`src/rtl/vga_capture_pkg.sv`:
```
// Shared definitions for the VGA capture block: lock FSM encoding,
// framebuffer geometry and the pixel-format / address helpers.
// Optional feature macro: VGA_CAPTURE_AVG_EN (4-pixel horizontal averaging).
package vga_capture_pkg;

  typedef enum logic [1:0] {
    SEARCH  = 2'd0,
    ARM     = 2'd1,
    CAPTURE = 2'd2
  } cap_state_e;

  localparam int FB_W     = 160;
  localparam int FB_H     = 120;
  localparam int FB_DEPTH = FB_W * FB_H;

  // Both position counters saturate here instead of wrapping.
  localparam logic [9:0] CNT_MAX = 10'd1023;

  // RGB565 -> RGB332 by keeping the top bits of each channel.
  function automatic logic [7:0] rgb332(input logic [4:0] r,
                                        input logic [5:0] g,
                                        input logic [4:0] b);
    return {r[4:2], g[5:3], b[4:3]};
  endfunction

  // row*160 + col, built as row*128 + row*32 + col (no multiplier).
  function automatic logic [14:0] fb_offset(input logic [7:0] row,
                                            input logic [7:0] col);
    return {row, 7'b0} + {2'b0, row, 5'b0} + {7'b0, col};
  endfunction

endpackage

```
`src/rtl/vga_sync_meter.sv`:
```
// Sync edge detection, pixel/line counters, line/frame length checks
// and the SEARCH -> ARM -> CAPTURE lock state machine.
// hc_pos/vc_pos are the coordinates of the pixel sampled on this pix_en.
module vga_sync_meter
  import vga_capture_pkg::*;
#(
  parameter int H_TOTAL = 800,
  parameter int V_TOTAL = 525
) (
  input  logic       clk,
  input  logic       rst,
  input  logic       pix_en,
  input  logic       vgaH,
  input  logic       vgaV,
  output logic [9:0] hc_pos,
  output logic [9:0] vc_pos,
  output logic       capture,
  output logic       locked,
  output logic       sync_err
);

  localparam logic [10:0] H_LEN = 11'(H_TOTAL);
  localparam logic [10:0] V_LEN = 11'(V_TOTAL);

  logic       h_q, v_q;
  logic       h_fall, v_fall;
  logic [9:0] hc, vc;
  logic       h_seen;
  logic       v_seen, v_seen_nxt;
  logic [1:0] line_cnt, line_cnt_nxt;
  logic       line_ok, frame_ok;
  logic       err_nxt;
  cap_state_e state, state_nxt;

  assign h_fall = pix_en & h_q & ~vgaH;
  assign v_fall = pix_en & v_q & ~vgaV;

  // The first edge after reset closes an unmeasured line/frame, so it never counts as good.
  assign line_ok  = h_seen && (({1'b0, hc} + 11'd1) == H_LEN);
  assign frame_ok = v_seen && (({1'b0, vc} + 11'd1) == V_LEN);

  assign capture = (state == CAPTURE);
  assign locked  = (state != SEARCH);

  // Position of the current sample; vsync clears vc ahead of the hsync increment.
  always_comb begin
    hc_pos = hc;
    vc_pos = vc;
    if (h_fall)                         hc_pos = '0;
    else if (pix_en && hc != CNT_MAX)   hc_pos = hc + 10'd1;
    if (v_fall)                         vc_pos = '0;
    else if (h_fall && vc != CNT_MAX)   vc_pos = vc + 10'd1;
  end

  // Sync history and position counters.
  always_ff @(posedge clk or posedge rst) begin
    if (rst) begin
      h_q    <= 1'b1;
      v_q    <= 1'b1;
      hc     <= '0;
      vc     <= '0;
      h_seen <= 1'b0;
    end else begin
      if (pix_en) begin
        h_q <= vgaH;
        v_q <= vgaV;
      end
      if (h_fall) h_seen <= 1'b1;
      hc <= hc_pos;
      vc <= vc_pos;
    end
  end

  // Lock FSM state and measurement history.
  always_ff @(posedge clk or posedge rst) begin
    if (rst) begin
      state    <= SEARCH;
      line_cnt <= '0;
      v_seen   <= 1'b0;
      sync_err <= 1'b0;
    end else begin
      state    <= state_nxt;
      line_cnt <= line_cnt_nxt;
      v_seen   <= v_seen_nxt;
      sync_err <= err_nxt;
    end
  end

  // Next state: lock needs two good lines in a row plus one good frame;
  // any bad measurement while locked drops back and forces a full re-measure.
  always_comb begin
    state_nxt    = state;
    line_cnt_nxt = line_cnt;
    v_seen_nxt   = v_seen;
    err_nxt      = 1'b0;
    if (h_fall) line_cnt_nxt = !line_ok ? 2'd0 : (line_cnt == 2'd2 ? 2'd2 : line_cnt + 2'd1);
    if (v_fall) v_seen_nxt = 1'b1;
    case (state)
      SEARCH: begin
        if (v_fall && frame_ok && line_cnt_nxt == 2'd2) state_nxt = ARM;
      end
      ARM, CAPTURE: begin
        if ((h_fall && !line_ok) || (v_fall && !frame_ok)) begin
          err_nxt      = 1'b1;
          state_nxt    = SEARCH;
          line_cnt_nxt = 2'd0;
          v_seen_nxt   = 1'b0;
        end else if (v_fall) begin
          state_nxt = CAPTURE;
        end
      end
      default: state_nxt = SEARCH;
    endcase
  end

endmodule

```
`src/rtl/vga_capture.sv`:
```
// VGA capture top: decimates the 640x480 active area 4:1 in each axis
// into a 160x120 RGB332 framebuffer write stream.
// ACT_W/ACT_H size the active area; the defaults give the 160x120 buffer.
// Optional macro VGA_CAPTURE_AVG_EN averages the 4 pixels of each column
// group instead of taking the last one.
module vga_capture
  import vga_capture_pkg::*;
#(
  parameter int H_TOTAL = 800,
  parameter int V_TOTAL = 525,
  parameter int H_START = 144,
  parameter int V_START = 35,
  parameter int ACT_W   = 640,
  parameter int ACT_H   = 480
) (
  input  logic        clk,
  input  logic        rst,
  input  logic        pix_en,
  input  logic        vgaH,
  input  logic        vgaV,
  input  logic [4:0]  vgaR,
  input  logic [5:0]  vgaG,
  input  logic [4:0]  vgaB,
  output logic [14:0] fb_addr,
  output logic [7:0]  fb_data,
  output logic        fb_we,
  output logic        frame_done,
  output logic        locked,
  output logic        sync_err
);

  localparam logic [10:0] H_LO = 11'(H_START);
  localparam logic [10:0] H_HI = 11'(H_START + ACT_W);
  localparam logic [10:0] V_LO = 11'(V_START);
  localparam logic [10:0] V_HI = 11'(V_START + ACT_H);
  // Address of the last write of a frame (19199 with the default geometry).
  localparam logic [14:0] LAST_ADDR = 15'((ACT_H / 4 - 1) * FB_W + ACT_W / 4 - 1);

  logic [9:0]  hc_pos, vc_pos;
  logic        capture;
  logic        active, wr;
  logic [9:0]  ax, ay;
  logic [14:0] addr;
  logic [4:0]  r_sel;
  logic [5:0]  g_sel;
  logic [4:0]  b_sel;

  vga_sync_meter #(
    .H_TOTAL (H_TOTAL),
    .V_TOTAL (V_TOTAL)
  ) u_meter (
    .clk      (clk),
    .rst      (rst),
    .pix_en   (pix_en),
    .vgaH     (vgaH),
    .vgaV     (vgaV),
    .hc_pos   (hc_pos),
    .vc_pos   (vc_pos),
    .capture  (capture),
    .locked   (locked),
    .sync_err (sync_err)
  );

  // Active-area decode and write selection for the current sample.
  always_comb begin
    active = ({1'b0, hc_pos} >= H_LO) && ({1'b0, hc_pos} < H_HI) &&
             ({1'b0, vc_pos} >= V_LO) && ({1'b0, vc_pos} < V_HI);
    ax     = hc_pos - H_LO[9:0];
    ay     = vc_pos - V_LO[9:0];
    wr     = pix_en && capture && active && (ax[1:0] == 2'd3) && (ay[1:0] == 2'd0);
    addr   = fb_offset(ay[9:2], ax[9:2]);
  end

`ifdef VGA_CAPTURE_AVG_EN
  logic [6:0] r_acc, r_sum;
  logic [7:0] g_acc, g_sum;
  logic [6:0] b_acc, b_sum;

  // Running sum over the column group; ax[1:0]==0 restarts from the current pixel.
  always_comb begin
    r_sum = {2'b0, vgaR};
    g_sum = {2'b0, vgaG};
    b_sum = {2'b0, vgaB};
    if (ax[1:0] != 2'd0) begin
      r_sum = r_acc + {2'b0, vgaR};
      g_sum = g_acc + {2'b0, vgaG};
      b_sum = b_acc + {2'b0, vgaB};
    end
    r_sel = r_sum[6:2];
    g_sel = g_sum[7:2];
    b_sel = b_sum[6:2];
  end

  // Accumulator registers, advanced on every active sample.
  always_ff @(posedge clk or posedge rst) begin
    if (rst) begin
      r_acc <= '0;
      g_acc <= '0;
      b_acc <= '0;
    end else if (pix_en && active) begin
      r_acc <= r_sum;
      g_acc <= g_sum;
      b_acc <= b_sum;
    end
  end
`else
  assign r_sel = vgaR;
  assign g_sel = vgaG;
  assign b_sel = vgaB;
`endif

  // Registered write port; frame_done trails the final write by one clk.
  always_ff @(posedge clk or posedge rst) begin
    if (rst) begin
      fb_we      <= 1'b0;
      fb_addr    <= '0;
      fb_data    <= '0;
      frame_done <= 1'b0;
    end else begin
      fb_we      <= wr;
      frame_done <= fb_we && (fb_addr == LAST_ADDR);
      if (wr) begin
        fb_addr <= addr;
        fb_data <= rgb332(r_sel, g_sel, b_sel);
      end
    end
  end

endmodule
```
`config.mk`:
```
export PLATFORM = sky130hd
export DESIGN_NAME = vga_capture
export DESIGN_NICKNAME = d
export VERILOG_FILES = /design/src/rtl/vga_capture_pkg.sv /design/src/rtl/vga_sync_meter.sv /design/src/rtl/vga_capture.sv
export SDC_FILE = /design/constraint.sdc
export NUM_CORES = 1
export LEC_CHECK = 0
export CAP_MARGIN = 5
export CORE_ASPECT_RATIO = 0.8
export CORE_UTILIZATION = 55
export DETAILED_ROUTE_END_ITERATION = 6
export PLACE_DENSITY = 0.9
export SLEW_MARGIN = 20
export SYNTH_ARGS = -nofsm -noshare
export SYNTH_HDL_FRONTEND = slang
export SYNTH_HIERARCHICAL = 1
export SYNTH_SLANG_ARGS = --single-unit
```
`constraint.sdc`:
```
create_clock -name clk -period 6.7 [get_ports clk]
set_input_delay 1.34 -clock clk [delete_from_list [all_inputs] [get_ports clk]]
set_output_delay 1.34 -clock clk [all_outputs]
set_load 0.02 [all_outputs]
```
==> impl_metrics.ini, run 1 <==
[sta]
tightest_slew_ps = 946
timing.setup.tns_ps = 0
min_period_ps = 5740
slew_headroom_pct = 36.9
skew_ps = 8.02
fmax_mhz = 174
finalHoldViolCount = 0
rsz0062_at_grt = no
finalSetupViolCount = 0
slew_viol_final = 0
min_period_over_period_pct = 85.6

[power]
ir_drop_uv = 161
power_density_nw_per_um2 = 221
power_leakage_nw = 1.82

[detailed_routing]
post_drt_wl_per_cell_um = 15.9
drc = 0
drtAntennaViolNets = 0
vias_per_cell = 5.85
first_iter_violations = 195
num_vias = 2791
routed_wl_um = 7590
drtPass1Iterations = 5

[floorplan]
fp.coreArea_um2 = 6070
rows = 25
ioPinCount = 48
design.die.area_um2 = 6800
die_y_um = 74.0
die_w_um = 92.0
start_util_pct = 58.7

[yosys]
synth_edf_count = 0
synth-seq-area-share_pct = 38.0
synth_cell_types = 60
async_flop_share_pct = 100
yosysMostFrequentCell = dfrtp_1
synth_top_area_cell = dfrtp_1
synth_top_area_share_pct = 36.5
synth_warnings = 6
synth_common_cells = dfrtp_1, nor2_1, nand2_1
syn-cell-area_um2 = 3560
syn_inst = 360
synthFlopType = dfrtp_1
syn_area_per_cell_um2 = 9.89
yosys_register_bits = 54
yosys-top-cells-area = dfrtp_1, ha_1, mux2_2
syn_nets = 405

[layout]
drive_gt1_share_pct = 14.4
seq_area_um2 = 1350
finalInstanceArea_um2 = 4090
area_growth_pct = 14.9
fin_nets = 441
multiInputGateArea_um2 = 2050
fillers = 460
antenna_cells = 0

[clock_network]
htree_levels = 2
ctsHoldBuffers = 0
cts_tree = built
postCtsSetupBuffers = 0
cts-root-buf = clkbuf_8
numCtsBuffers = 5
clk_pin_slew_worst_paths_ps = 100
cts_sinks = 54
cts.repair.resized = 0
clock_path_buffers = 2
clk_latency_ps = 300

[global_route]
grt_pass1_wl_um = 12800
grt_max_degree = 31
first_global_vias = 2780
antenna_found_initial = 0
grt-ovfl-total = 0
grt_usage_pct = 23.9

[critical_path]
critPathTopFamily = compound AO/OA/AOI/OAI gates
cp-start-kind = input pin
cp_cell_sequence = clkdlybuf4s50_1, nand2_1, or2_2, a31oi_1, buf_4, nand2_1, xor2_1, nor2_1, a211oi_1, xor2_1, inv_1, fa_1, inv_1, fa_1, a21oi_1, o21ai_0, or4_1, a31oi_1, a21oi_2
path_buf_inv = 4
critPathSlowestCell = fa_1
critPathArrivalTime_ps = 5910
path_max_fanout = 10
endpoint_kind = flip-flop
criticalPathCategory = in2reg
crit_required_ps = 6870
cpPeakStageDelay_ps = 540

[placement]
gp_congestion = 0.845
portBuffers = 39
place_area_um2 = 4010
dp_hpwl_um = 5760

[hold_path]
hold_path.class = reg2reg

[outcome]
status = finished, final reports clean

[run]
max_cap_violations = 0
cells in the final DEF (no fill, tap or decap), types with 5 or more instances in the layout:
cell             count
a21oi_1             11
a31oi_1              5
and3_1               5
buf_4                6
clkbuf_8             5
clkdlybuf4s50_1     39
dfrtp_1             52
ha_1                22
inv_1               19
mux2_2              19
nand2_1             25
nand2b_1            10
nand3_1             13
nand4_1              5
nor2_1              31
nor3_1               8
o211ai_1             5
o21ai_0              8
xnor2_1             14
xor2_1              23
report_power, final:
group | total (W) | internal, W | leakage, nW | switching (W)
clock | 0.000174 | 0.0000720 | 0.0373 | 0.000102
combinational | 0.000353 | 0.000149 | 1.05 | 0.000203
sequential | 0.000378 | 0.000346 | 0.730 | 0.0000319
flip-flops by register name, summed over array words and instances, names as in the netlist:
name,flops
fb_addr,15
u_meter/hc,10
u_meter/vc,10
fb_data,8
u_meter/line_cnt,2
u_meter/state,2
fb_we,1
frame_done,1
u_meter/h_q,1
u_meter/h_seen,1
u_meter/sync_err,1
u_meter/v_q,1
u_meter/v_seen,1
path summary, 6_finish.rpt:
check | startpoint | to | slack, ps | cells past startpoint
setup / recovery | pix_en | fb_addr[14] | 960 | 19
hold / removal | u_meter/h_seen | u_meter/h_seen | 490 | 1
min in group asynchronous | rst | u_meter/hc[0] | 1450 | 2
setup reg to reg | u_meter/hc[0] | fb_addr[14] | 1490 | 21
hold reg to reg | u_meter/h_seen | u_meter/h_seen | 490 | 1
max in group asynchronous | rst | fb_data[3] | 4530 | 2
stage by stage:
| stage | utilization [%] | power (W) | std cells | setup WS (ps) | hold WS (ps) |
|---|---|---|---|---|---|
| 5_1_grt | 67.5 | 0.000965 | 477 | 655 | 518 |
| 4_1_cts | 67.5 | 0.000906 | 477 | 977 | 500 |
| 3_3_place_gp | 66.1 | 0.000712 | 470 | 836 | 473 |
| 6_report | 67.5 | 0.000905 | 477 | 964 | 491 |
| 3_5_place_dp | 66.1 | 0.000730 | 470 | 665 | 477 |
| 2_1_floorplan | - | 0.000657 | 360 | 1050 | 435 |
kinds of logic after synthesis:
family / synth area share [%]
DFF: 38.0
adders and majority gates: 8.85
xor gates and xnor gates: 9.10
buffers and inverters: 4.50
muxes: 6.85
AOI/OAI and AO/OA: 13.3
and+or+nand+nor: 19.4
routing by layer:
metal,wire length [um],GRT usage [%],part of all wire (%)
met1,3460,30.4,46
met2,3720,41.3,49
met3,278,4.81,3.7
met4,127,8.68,1.7
met5,0,0,0
area by class of cell:
class / count / area share [%]
multi-input cells: 270 / 50.0
clock buffers: 6 / 1.77
repair buffers: 45 / 10.6
inverters: 20 / 1.83
well taps: 81 / 2.48
flip-flops and latches: 54 / 33.1
clock inverters: 1 / 0.183
Power figures use the tool's default switching activity.
==> inputs of run 2 (changes only) <==
--- a/config.mk
+++ b/config.mk
@@ -5,9 +5,11 @@
 export SDC_FILE = /design/constraint.sdc
 export NUM_CORES = 1
 export LEC_CHECK = 0
+export ABC_CLOCK_PERIOD_IN_PS = 6700
 export CAP_MARGIN = 5
 export CORE_ASPECT_RATIO = 0.8
 export CORE_UTILIZATION = 55
+export CTS_BUF_LIST = sky130_fd_sc_hd__clkbuf_2
 export DETAILED_ROUTE_END_ITERATION = 6
 export PLACE_DENSITY = 0.9
 export SLEW_MARGIN = 20
==> run 2 against run 1 <==
Sequential power barely moved. Final cell count did not move. Flip-flop and latch count is the same. Routed wire length shrank 1.6%. Count of clock-buffer cells in the layout did not move. First-iteration DRC count decreased by 16%. Global-route usage fell by 0.29 points. Largest power group unchanged.
==> impl_metrics.ini, run 2 (synthesized netlist as in run 1, its figures left out) <==
[placement]
dpl.cell_count = 470
portBuffers = 39
dp_hpwl_um = 5760
gp_congestion = 0.845
place_ws_ps = 665
place_area_um2 = 4010

[layout]
multiInputGateArea_um2 = 2050
final_common_cell = dfrtp_1
drive_gt1_share_pct = 14.6
area_growth_pct = 13.7
fillers = 475
final_cells = 477
largest_reg_flops = 15
final_cell_mix = dfrtp_1, clkdlybuf4s50_1, nor2_1, nand2_1, xor2_1
seq_area_um2 = 1350
antenna_cells = 0
finalInstanceArea_um2 = 4050
fin_nets = 441
regMostFlops = fb_addr
top_regs = fb_addr x15, u_meter/hc x10, u_meter/vc x10
fin_util_pct = 66.8

[power]
power_density_nw_per_um2 = 211
combPwrFrac_pct = 41.2
switching_share_pct = 39.0
ir_drop_uv = 171
p_int_w = 0.000521
sequentialPowerShare_pct = 44.3
power.share.clock_pct = 14.6
power_leakage_nw = 1.80
netSwitchingPower_w = 0.000333

[sta]
finalSetupViolCount = 0
skew_ps = 16.9
finalHoldViolCount = 0
slew_headroom_pct = 36.6
slew_viol_final = 0
timing.setup.tns_ps = 0
rsz0062_at_grt = no
fmax_mhz = 180
tightest_slew_ps = 949
setup_ws_ps = 1140
min_period_over_period_pct = 83.0
min_period_ps = 5560

[hold_path]
hold_path.class = reg2reg

[floorplan]
die_y_um = 74.0
rows = 25
ioPinCount = 48
fp.coreArea_um2 = 6070
start_util_pct = 58.7
design.die.area_um2 = 6800
die_w_um = 92.0

[clock_network]
ctsHoldBuffers = 0
cts_tree = built
cts.repair.resized = 0
postCtsSetupBuffers = 0
clk_pin_slew_worst_paths_ps = 260
clock_path_buffers = 2
cts_sinks = 54
htree_levels = 2
cts-root-buf = clkbuf_2
clk_latency_ps = 440
numCtsBuffers = 5

[critical_path]
path_max_fanout = 10
crit_required_ps = 7050
cp-start-kind = input pin
criticalPathCategory = in2reg
critPathArrivalTime_ps = 5900
endpoint_kind = flip-flop

[detailed_routing]
first_iter_violations = 163
routed_wl_um = 7470
highest_layer = met4
drt-met1-wl_um = 3400
post_drt_wl_per_cell_um = 15.7
wl_met2_um = 3690
met3_length_um = 238
drc = 0
num_vias = 2775
vias_per_cell = 5.82
drtPass1Iterations = 4
drtAntennaViolNets = 0

[global_route]
grt_usage_pct = 23.6
grt_pass1_wl_um = 12700
antenna_found_initial = 0
grt_max_degree = 31
first_global_vias = 2783
grt-ovfl-total = 0

[outcome]
status = finished, final reports clean

[run]
max_cap_violations = 0
==> run 2: cell counts in the layout (fill, tap and decap cells not counted) <==
Identical to the previous run, type by type.
==> run 2: layout make-up <==
cell class | instances | share of cell area [%]
multi-input combinational | 270 | 50.6
clock inverter | 1 | 0.185
timing repair buffer | 45 | 10.7
clock buffer | 6 | 0.741
tap | 81 | 2.50
inverter | 20 | 1.85
sequential | 54 | 33.4
==> run 2: final timing paths <==
check                                 endpoint  slack (ps)      startpoint  cells after the start
min in group asynchronous        u_meter/hc[2]        1270             rst                      2
worst max-delay path               fb_addr[14]        1140          pix_en                     19
worst max register to register     fb_addr[14]        1500   u_meter/hc[0]                     21
max in group asynchronous           fb_data[3]        4710             rst                      2
worst min-delay path            u_meter/h_seen         520  u_meter/h_seen                      1
worst min register to register  u_meter/h_seen         520  u_meter/h_seen                      1
==> run 2: per-stage QoR <==
step                hold WS (ps)  total power, W
finish                       519        0.000854
global route                 550        0.000914
CTS                          531        0.000857
detailed placement           477        0.000730
global placement             473        0.000712
floorplan                    435        0.000657
==> run 2: worst max-delay path, cell delays in order <==
cell,delay [ps]
clkdlybuf4s50_1,490
nand2_1,80
or2_2,330
a31oi_1,150
buf_4,190
nand2_1,80
xor2_1,130
nor2_1,120
a211oi_1,390
xor2_1,260
inv_1,100
fa_1,540
inv_1,70
fa_1,460
a21oi_1,260
o21ai_0,170
or4_1,410
a31oi_1,260
a21oi_2,80
==> run 2: power by group through the flow <==
| stage | Combinational [W] | Sequential, W | Clock (W) |
|---|---|---|---|
| floorplan | 0.000289 | 0.000367 | 0 |
| global placement | 0.000332 | 0.000380 | 0 |
| detailed placement | 0.000347 | 0.000383 | 0 |
| CTS | 0.000350 | 0.000378 | 0.000130 |
| global route | 0.000392 | 0.000382 | 0.000140 |
| finish | 0.000352 | 0.000378 | 0.000124 |
==> run 2: per-layer routing <==
metal  vias up  GRT usage (%)
li1       1338              -
met1      1367           30.2
met2        57           41.2
met3        13           3.58
met4         0           9.20
met5         -              0
==> inputs of run 3 (changes only) <==
--- a/config.mk
+++ b/config.mk
@@ -5,13 +5,13 @@
 export SDC_FILE = /design/constraint.sdc
 export NUM_CORES = 1
 export LEC_CHECK = 0
-export ABC_CLOCK_PERIOD_IN_PS = 6700
+export ABC_CLOCK_PERIOD_IN_PS = 4910
 export CAP_MARGIN = 5
 export CORE_ASPECT_RATIO = 0.8
-export CORE_UTILIZATION = 55
+export CORE_UTILIZATION = 52
 export CTS_BUF_LIST = sky130_fd_sc_hd__clkbuf_2
 export DETAILED_ROUTE_END_ITERATION = 6
-export PLACE_DENSITY = 0.9
+export PLACE_DENSITY = 0.89
 export SLEW_MARGIN = 20
 export SYNTH_ARGS = -nofsm -noshare
 export SYNTH_HDL_FRONTEND = slang
==> constraint.sdc (replaced) <==
create_clock -name clk -period 4.91 [get_ports clk]
set_input_delay 0.982 -clock clk [delete_from_list [all_inputs] [get_ports clk]]
set_output_delay 0.982 -clock clk [all_outputs]
set_load 0.02 [all_outputs]
==> run 3 against run 2 <==
Clock power rose by 90%. Design area rose by 13%. Hold slack improved by 24 ps. Setup slack got worse by 980 ps. Flip-flop and latch count did not move. Routed wire length rose by 22%. Sequential share of layout area fell by 3.8 points. Power rose by 74%. Combinational power rose by 110%. Critical path depth fell by 1. Non-clock buffer count rose by 53. Via count rose by 11%. Critical endpoint is now fb_addr[13].
==> impl_metrics.ini, run 3 (synthesized netlist as in run 1, its figures left out) <==
[clock_network]
cts-root-buf = clkbuf_2
cts_sinks = 54
clock_path_buffers = 2
numCtsBuffers = 5
clk_pin_slew_worst_paths_ps = 290
cts_tree = built
clk_latency_ps = 460
htree_levels = 2

[critical_path]
critPathSlowestCell = fa_1
cp-start-kind = input pin
worstReg2RegStart = u_meter/hc[0]
r2r-end = fb_addr[13]
cp_cell_sequence = clkdlybuf4s50_1, nand2_1, or2_2, a31oi_4, nand2_1, xor2_1, nor2_2, a211oi_2, xor2_1, inv_1, fa_1, inv_2, ha_4, a211oi_2, o21bai_1, a2111o_1, a21o_1, a31o_2
criticalPathCategory = in2reg
crit_required_ps = 5320
reg2reg_depth = 20
worstSetupStartpoint = pix_en
path_buf_inv = 3
ff2ff_setup_slack_ps = 170
critPathTopFamily = compound AO/OA/AOI/OAI gates
critPathCapture = fb_addr[13]
path_max_fanout = 7
critPathArrivalTime_ps = 5160
endpoint_kind = flip-flop
cpPeakStageDelay_ps = 550
cp.depth = 18

[sta]
fmax_mhz = 211
min_period_over_period_pct = 96.7
skew_ps = 29.2
finalSetupViolCount = 0
slew_headroom_pct = 39.8
setup_ws_ps = 162
hold_ws_ps = 543
slew_viol_final = 0
min_period_ps = 4750
timing.setup.tns_ps = 0
tightest_slew_ps = 898
finalHoldViolCount = 0

[global_route]
grt_usage_pct = 25.3
grt_pass1_wl_um = 14400
grt_max_degree = 31
grt-ovfl-total = 0
first_global_vias = 3045
antenna_found_initial = 0

[placement]
portBuffers = 39
place_ws_ps = -577
gp_congestion = 0.817
dp_hpwl_um = 6570

[detailed_routing]
vias_per_cell = 5.76
first_iter_violations = 206
num_vias = 3074
drtPass1Iterations = 5
routed_wl_um = 9100
post_drt_wl_per_cell_um = 17.0
drtAntennaViolNets = 0
drc = 0

[layout]
top_regs = fb_addr x15, u_meter/hc x10, u_meter/vc x10
area_growth_pct = 28.4
fin_util_pct = 70.3
drive_gt1_share_pct = 28.0
final_cell_mix = buf_4, dfrtp_1, clkdlybuf4s50_1, nor2_1, nand2_1
fin_nets = 494
fillers = 437
final_common_cell = buf_4
regMostFlops = fb_addr
largest_reg_flops = 15
antenna_cells = 0

[power]
power_density_nw_per_um2 = 325
ir_drop_uv = 263
power_leakage_nw = 2.08

[floorplan]
fp.coreArea_um2 = 6510
die_w_um = 94.5
ioPinCount = 48
design.die.area_um2 = 7190
die_y_um = 76.0
rows = 26
start_util_pct = 54.7

[outcome]
status = finished, final reports clean

[run]
max_cap_violations = 0

[hold_path]
hold_path.class = reg2reg
-- run 3: worst min-delay path by stage --
stage,startpoint,cells past startpoint,to
after floorplan,u_meter/h_seen,1,u_meter/h_seen
after global placement,u_meter/h_seen,1,u_meter/h_seen
after detailed placement,u_meter/h_seen,1,u_meter/h_seen
after CTS,u_meter/v_seen,1,u_meter/v_seen
after global routing,u_meter/v_seen,1,u_meter/v_seen
final,u_meter/v_seen,1,u_meter/v_seen
-- run 3: cell type report --
type	count	area, um^2	share of cell area [%]
repair buffers	98	850	18.6
clock buffers	6	30.0	0.656
flip-flops and latches	54	1350	29.6
multi-input cells	270	2120	46.4
well taps	84	105	2.30
clock inverters	2	37.5	0.821
inverters	20	75.1	1.64
-- run 3: metal layers --
| layer | track usage (%) | vias up | share of wire (%) |
|---|---|---|---|
| met5 | 0 | - | 0 |
| met2 | 44.3 | 94 | 52 |
| met3 | 3.99 | 21 | 3.5 |
| li1 | - | 1448 | - |
| met1 | 32.0 | 1511 | 42 |
| met4 | 7.12 | 0 | 2.0 |
-- run 3: report_power, final --
part           total, W  switching [W]  internal (W)  leakage [nW]
Clock          0.000236       0.000148     0.0000877        0.0392
Combinational  0.000740       0.000371      0.000369          1.31
Sequential     0.000510      0.0000369      0.000473         0.730
-- run 3: what timing repair did --
item                                   4_1_cts  5_1_grt
setup endpoints to repair                    1        3
gates cloned                                 0        0
hold buffers                                 0        0
resized for setup                            1       11
buffers inserted                             3        6
pin swaps                                    0        7
endpoints found under the hold margin        0        0
-- run 3: stage by stage --
| stage | power [W] | instance area, um^2 | cells |
|---|---|---|---|
| 2_1_floorplan | 0.000900 | 3590 | 360 |
| 3_3_place_gp | 0.00109 | 4390 | 517 |
| 5_1_grt | 0.00158 | 4570 | 534 |
| 3_5_place_dp | 0.00115 | 4390 | 517 |
| 6_report | 0.00149 | 4570 | 534 |
| 4_1_cts | 0.00139 | 4480 | 528 |
